==> src/rtl/wb_arbiter_pkg.sv <==
// wb_arbiter_pkg: shared FSM state encoding and index-width helper for the arbiter
package wb_arbiter_pkg;
  typedef enum logic {ST_IDLE = 1'b0, ST_BUSY = 1'b1} state_t;
  function automatic int idx_w(input int n);
    return n > 1 ? $clog2(n) : 1;
  endfunction
endpackage

==> src/rtl/wb_arbiter_rr_pick.sv <==
// rr_pick: combinational round-robin picker, req[NM]+last in, first requester after last out as valid/idx
module rr_pick
  import wb_arbiter_pkg::*;
#(
  parameter int NM = 2,
  parameter int OW = idx_w(NM)
) (
  input  logic [NM-1:0] req,
  input  logic [OW-1:0] last,
  output logic          valid,
  output logic [OW-1:0] idx
);
  always_comb begin
    valid = 1'b0;
    idx   = '0;
    for (int k = NM; k >= 1; k--) begin
      if (req[(int'(last) + k) % NM]) begin
        valid = 1'b1;
        idx   = OW'((int'(last) + k) % NM);
      end
    end
  end
endmodule

==> src/rtl/wb_arbiter.sv <==
// wb_arbiter: NM-master round-robin Wishbone arbiter with watchdog; clk_i/rst_i, m_* master side, s_* shared slave side
module wb_arbiter
  import wb_arbiter_pkg::*;
#(
  parameter int NM  = 2,
  parameter int AW  = 2,
  parameter int DW  = 32,
  parameter int TMO = 1024
) (
  input  logic                  clk_i,
  input  logic                  rst_i,
  input  logic [NM-1:0]         m_cyc_i,
  input  logic [NM-1:0]         m_stb_i,
  input  logic [NM-1:0]         m_we_i,
  input  logic [NM*AW-1:0]      m_adr_i,
  input  logic [NM*DW-1:0]      m_dat_i,
  input  logic [NM*(DW/8)-1:0]  m_sel_i,
  output logic [NM-1:0]         m_ack_o,
  output logic [NM-1:0]         m_err_o,
  output logic [DW-1:0]         m_dat_o,
  output logic                  s_cyc_o,
  output logic                  s_stb_o,
  output logic                  s_we_o,
  output logic [AW-1:0]         s_adr_o,
  output logic [DW-1:0]         s_dat_o,
  output logic [DW/8-1:0]       s_sel_o,
  input  logic                  s_ack_i,
  input  logic [DW-1:0]         s_dat_i
);
  localparam int COLS = DW / 8;
  localparam int OW   = idx_w(NM);
  localparam int WW   = TMO > 1 ? $clog2(TMO) : 1;
  state_t          state;
  logic [OW-1:0]   owner, last, pick_idx;
  logic [WW-1:0]   wdog;
  logic [NM-1:0]   lock;
  logic            busy, pick_valid, tmo_hit;
  rr_pick #(.NM(NM), .OW(OW)) u_pick (
    .req  (m_cyc_i & ~lock),
    .last (last),
    .valid(pick_valid),
    .idx  (pick_idx)
  );
  // reset gates the slave side immediately so a mid-transaction reset forwards nothing
  assign busy    = state == ST_BUSY && !rst_i;
  assign s_cyc_o = busy;
  assign s_stb_o = busy && m_cyc_i[owner] && m_stb_i[owner];
  assign s_we_o  = busy && m_we_i[owner];
  assign s_adr_o = busy ? m_adr_i[int'(owner)*AW +: AW] : '0;
  assign s_dat_o = busy ? m_dat_i[int'(owner)*DW +: DW] : '0;
  assign s_sel_o = busy ? m_sel_i[int'(owner)*COLS +: COLS] : '0;
  assign m_dat_o = s_dat_i;
  // an ack in the final watchdog cycle suppresses the timeout
  assign tmo_hit = TMO > 0 && s_stb_o && !s_ack_i && wdog == WW'(TMO - 1);
  assign m_ack_o = busy && s_ack_i ? NM'(1) << owner : '0;
  assign m_err_o = tmo_hit ? NM'(1) << owner : '0;
  always_ff @(posedge clk_i) begin
    if (rst_i) begin
      state <= ST_IDLE;
      owner <= '0;
      last  <= OW'(NM - 1);
      wdog  <= '0;
      lock  <= '0;
    end else begin
      // a timed-out master stays locked out until its cyc is seen low
      lock <= (lock & m_cyc_i) | m_err_o;
      if (state == ST_IDLE) begin
        wdog <= '0;
        if (pick_valid) begin
          state <= ST_BUSY;
          owner <= pick_idx;
        end
      end else if (!m_cyc_i[owner] || tmo_hit) begin
        state <= ST_IDLE;
        last  <= owner;
        wdog  <= '0;
      end else begin
        wdog <= s_ack_i ? '0 : s_stb_o ? wdog + WW'(1) : wdog;
      end
    end
  end
endmodule

==> config.mk <==
export PLATFORM = sky130hd
export DESIGN_NAME = wb_arbiter
export DESIGN_NICKNAME = d
export VERILOG_FILES = /design/src/rtl/wb_arbiter_pkg.sv /design/src/rtl/wb_arbiter_rr_pick.sv /design/src/rtl/wb_arbiter.sv
export SDC_FILE = /design/constraint.sdc
export NUM_CORES = 1
export LEC_CHECK = 0
export ABC_AREA = 0
export CELL_PAD_IN_SITES_DETAIL_PLACEMENT = 1
export CELL_PAD_IN_SITES_GLOBAL_PLACEMENT = 2
export CORE_UTILIZATION = 11
export CTS_CLUSTER_DIAMETER = 120
export DETAILED_ROUTE_END_ITERATION = 16
export PLACE_DENSITY = 0.88
export SKIP_LAST_GASP = 1
export SYNTH_ARGS = -nofsm -noshare
export SYNTH_HDL_FRONTEND = slang
export SYNTH_SLANG_ARGS = --single-unit
export TNS_END_PERCENT = 5
==> constraint.sdc <==
create_clock -name clk_i -period 1.8 [get_ports clk_i]
set_input_delay 0.18 -clock clk_i [delete_from_list [all_inputs] [get_ports clk_i]]
set_output_delay 0.18 -clock clk_i [all_outputs]
set_load 0.02 [all_outputs]
After elaboration in Yosys (flattened, before gate mapping). Index checks and enable logic that the tools add are counted.

Flip-flop bits (word level): 15. Bits of input ports: 117. Output and inout port bits: 77.

Reduce and logical (&&, ||, !) cells: 14. $add $sub $neg: 3. Equality and inequality tests: 1. Bitwise logic cells: 7. Mux-type cells: 24. Magnitude comparators: 3. Shifts and indexed selects: 4.

Operators with widths (number): $shiftx 64x7->32 (1); $mux 32 (1); $mux 1 (19); $add 10x1->10 const B (1); $eq 10x10->1 const B (1); $shiftx 8x4->4 (1); $logic_and 1x1->1 (7); $lt 2x3->1 const B (2); $mux 2 (3); $and 2x2->2 (2); $mux 4 (1); $reduce_and 2->1 (2); $reduce_or 4->1 (1); $shiftx 4x3->2 (1); $logic_not 1->1 (3); $add 1x1->1 const B (2); $and 1x1->1 const A (2); $lt 1x2->1 const B (1); $not 2->2 (1); $or 2x2->2 (1); $shl 1x1->2 const A (1); $logic_or 1x1->1 (1); $not 1->1 (1).

Depth between registers and ports, before layout.
Depth in word-level cells: 9. Gate-level depth with buffers: 6. Mapped depth without buffers: 5.

Hierarchy. From an unflattened synthesis, not the netlist that was laid out.

Cells, all modules: 215. Area total of the unflattened synthesis: 1632.8 um^2.

By module, submodules not included: wb_arbiter (area an instance 1619.1 um^2, cells an instance 213, times used 1); rr_pick (area an instance 13.8 um^2, cells an instance 2, times used 1).

Least setup slack after synthesis. Ideal clock, no wire load.

Path type: register to output. Start: register owner. End: output port s_adr_o[0]. Arrival: 1620 ps. Slack: 0 ps. Required time: 1620 ps. Buffers on the path: 2. Cell stages (with the launch flop): 5. Cells stage by stage: dfxtp_1 > buf_1 > buf_1 > mux2i_1 > nor2_1.

Word-level cells in the longest chain between the ends: 2.

Ends and longest elaborated chain: start, declared (RTL line wb_arbiter.sv:34) `logic [OW-1:0] owner, last, pick_idx;`; start signal, assigned (RTL line wb_arbiter.sv:71) `owner <= pick_idx;`; $shiftx 4x3->2 (RTL line wb_arbiter.sv:49) `assign s_adr_o = busy ? m_adr_i[int'(owner)*AW +: AW] : '0;`; $mux 2 (RTL line wb_arbiter.sv:49); end, declared (RTL line wb_arbiter.sv:24) `output logic [AW-1:0] s_adr_o,`.

Every way passes these cells.

Final worst setup path.
Start: register owner. End: output port s_dat_o[3].

Word-level cells in the longest chain between the ends: 2.

Ends and longest elaborated chain: $shiftx 64x7->32 (RTL line wb_arbiter.sv:50) `assign s_dat_o = busy ? m_dat_i[int'(owner)*DW +: DW] : '0;`; $mux 32 (RTL line wb_arbiter.sv:50); end, declared (RTL line wb_arbiter.sv:25) `output logic [DW-1:0] s_dat_o,`.

Every way passes these cells.

==> flow_metrics.tcl <==
set metrics [dict create \
    status "finished with violations" \
    violations "negative setup slack" \
    vdd_drop_max_v 0.000269 \
    syn_inst 212 \
    die_w_um 122 \
    syn-num-nets 330 \
    first_global_vias 2190 \
    r2r_end "wdog[7]" \
    rsz0062_at_grt "yes" \
    post-layout-total-power_uw 1400 \
    worst_ep_arrival_time_ns 1.82 \
    port_buffers 129 \
    drc 0 \
    crit_slowest_cell "clkdlybuf4s50_1" \
    wl_um 6870 \
    synth_edf_count 0 \
    wl_per_cell_um 13.3 \
    synth_top_area_cell "mux2i_1" \
    finalCriticalPeriod_ns 2.00 \
    maxSlewHeadroom 0.748 \
    initial_core_util 0.113 \
    vias 1955 \
    cts.sinks 15 \
    synthFlopType "dfxtp_1" \
    netlist_area_um2 1580 \
    ys_seq_area_frac 0.191 \
    setup_viol 40 \
    r2r_slack_ns -0.09 \
    track_usage 0.0919 \
    synth_top_area_frac 0.267 \
    dp_hpwl_um 5570 \
    clk_path_buf_depth 2 \
    nNetsFinal 456 \
    drt-initial-drc-count 53 \
    cts_tree "built" \
    p_leak_uw 0.00131 \
    viasPerCell 3.78 \
    async_reset_ff_frac 0 \
    grt_max_degree 22 \
    ys_warn_count 0 \
    fin_hold_ws_ns 0.360 \
    synthTopCellsByArea "mux2i_1 (27%), dfxtp_1 (19%), buf_4 (15%), nor2_1 (12%), xnor2_1 (2.8%)" \
    core_area_um2 13900 \
    final-max-slew-violation-count 0 \
    dieArea_um2 14800 \
    required_ns 1.62 \
    drive_above_1_share 0.131 \
    row_count 43 \
    start_kind "flip-flop" \
    grt_pass1_wl_um 10600 \
    antenna_found_initial 0 \
    skew_ns 0.00131 \
    path_max_fanout 17 \
    period_share 1.11 \
    area_delta_synth_final_pct 103 \
    hp-class "in -> out" \
    cts_setup_buffers 0 \
    finalHoldViolations 0 \
    regArea_um2 302 \
    diodes 0 \
    r2r_cells 5 \
    cap_violations 0 \
    endpoint_kind "primary output" \
    cts_buffers 3 \
    synth.most_common_cell "nor2_1" \
    n_fill_cell 1674 \
    hold_depth 0 \
    multi_input_area_um2 991 \
    firstDrtPassIters 4 \
    clk_latency_ns 0.25 \
    place.gp.congestion 0.814 \
    cts_root_buf "clkbuf_16" \
    syn_area_per_cell_um2 7.43 \
    p_per_area_nw_per_um2 437 \
    synth_common_cells "nor2_1 (52), mux2i_1 (42), buf_4 (32)" \
    cts.reportedPaths.clkPinSlew_ns 0.05 \
    final_antenna_net_count 0 \
    ys_types 33 \
    path_class "reg -> out" \
    path_cells "buf_8, buf_12, mux2i_1, nor2_1, clkdlybuf4s50_1" \
    critPathMaxStageDelay_ns 0.54 \
    holdBufCountCts 0 \
    die_h_um 122 \
    ys_seq_elements 15 \
    fmax_mhz 501 \
    grt-ovfl-total 0 \
    htree_levels 1 \
    dpl_cell_area_um2 3090 \
    hold_path_end "m_dat_o[24]" \
    num_io_pins 194 \
    worst_slew_pin_slew_ns 0.369 \
    r2r_start "state" \
    final_area_um2 3200 \
    setup_slack_ns -0.197 \
    holdCritStartpoint "s_dat_i[24]" \
]
==> cell type report <==
type,instances,area share
timing repair buffer,164,0.496
inverter,5,0.00586
sequential,15,0.0941
tap,180,0.0703
multi-input combinational,149,0.309
clock buffer,4,0.0246
==> worst max-delay path by stage <==
stage            start  slack [ns]  depth (start not counted)         end
2_1_floorplan    owner     0.00007                          4  s_adr_o[0]
3_3_place_gp     rst_i       -0.50                          6  m_ack_o[1]
3_5_place_dp     rst_i       -0.53                          6  m_ack_o[1]
4_1_cts          owner       -0.23                          5  s_adr_o[0]
5_1_grt        wdog[3]       -0.31                          6  m_err_o[0]
6_report         owner       -0.20                          5  s_dat_o[3]
==> critical path: cells and delay by family (launching register included) <==
family / cells / cell delay (ns)
buffers and inverters: 3 / 0.92
flip-flops: 1 / 0.39
multiplexers: 1 / 0.18
AND/OR/NAND/NOR: 1 / 0.05
==> cell usage in the layout, fill, tap and decap left out, drive strengths merged, types with 4 or more instances in the layout <==
cell and count:
o21ai 4, clkbuf 5, mux2i 42, nand2 7, dlygate4sd2 27, xnor2 5
a21oi 5, clkdlybuf4s50 99, buf 34, inv 5, nor2 52, nand3 5
dfxtp 15
==> flip-flops by register name, summed over array words and instances (netlist names) <==
signal  flops
last        1
lock        2
wdog       10
owner       1
state       1
==> stage by stage <==
step | utilization | worst slack, ns | setup TNS (ns) | instances
floorplan | - | 0.0000747 | 0 | 212
global placement | 0.222 | -0.499 | -15.65 | 512
detailed placement | 0.222 | -0.530 | -16.24 | 512
CTS | 0.229 | -0.233 | -4.67 | 517
global route | 0.230 | -0.309 | -7.01 | 517
finish | 0.230 | -0.197 | -3.19 | 517
==> cell families after synthesis <==
| group | Yosys count | synth area share |
|---|---|---|
| simple gates | 86 | 0.256 |
| buf+inv | 48 | 0.192 |
| mux | 42 | 0.267 |
| flops | 15 | 0.191 |
| compound gates | 14 | 0.0532 |
| xor+xnor | 6 | 0.0334 |
| fa+ha+maj | 1 | 0.00794 |
==> repair_timing <==
item / in CTS / in global routing
setup endpoints to repair: 49 / 49
resized for setup: 35 / 6
endpoints found under the hold margin: 0 / 0
gates cloned: 1 / 0
pin swaps: 0 / 1
==> report_power, final <==
group,total [uW],leakage (uW),internal [uW],switching (uW)
clock,441,0.0000382,301,141
combinational,611,0.00115,355,256
sequential,347,0.000122,340,7.32
==> layer usage <==
metal,track usage,part of all wire
met1,0.0982,0.39
met2,0.182,0.53
met3,0.0183,0.068
met4,0.0208,0.010
met5,0,0
Note: power is estimated with default switching activity, not from simulation.
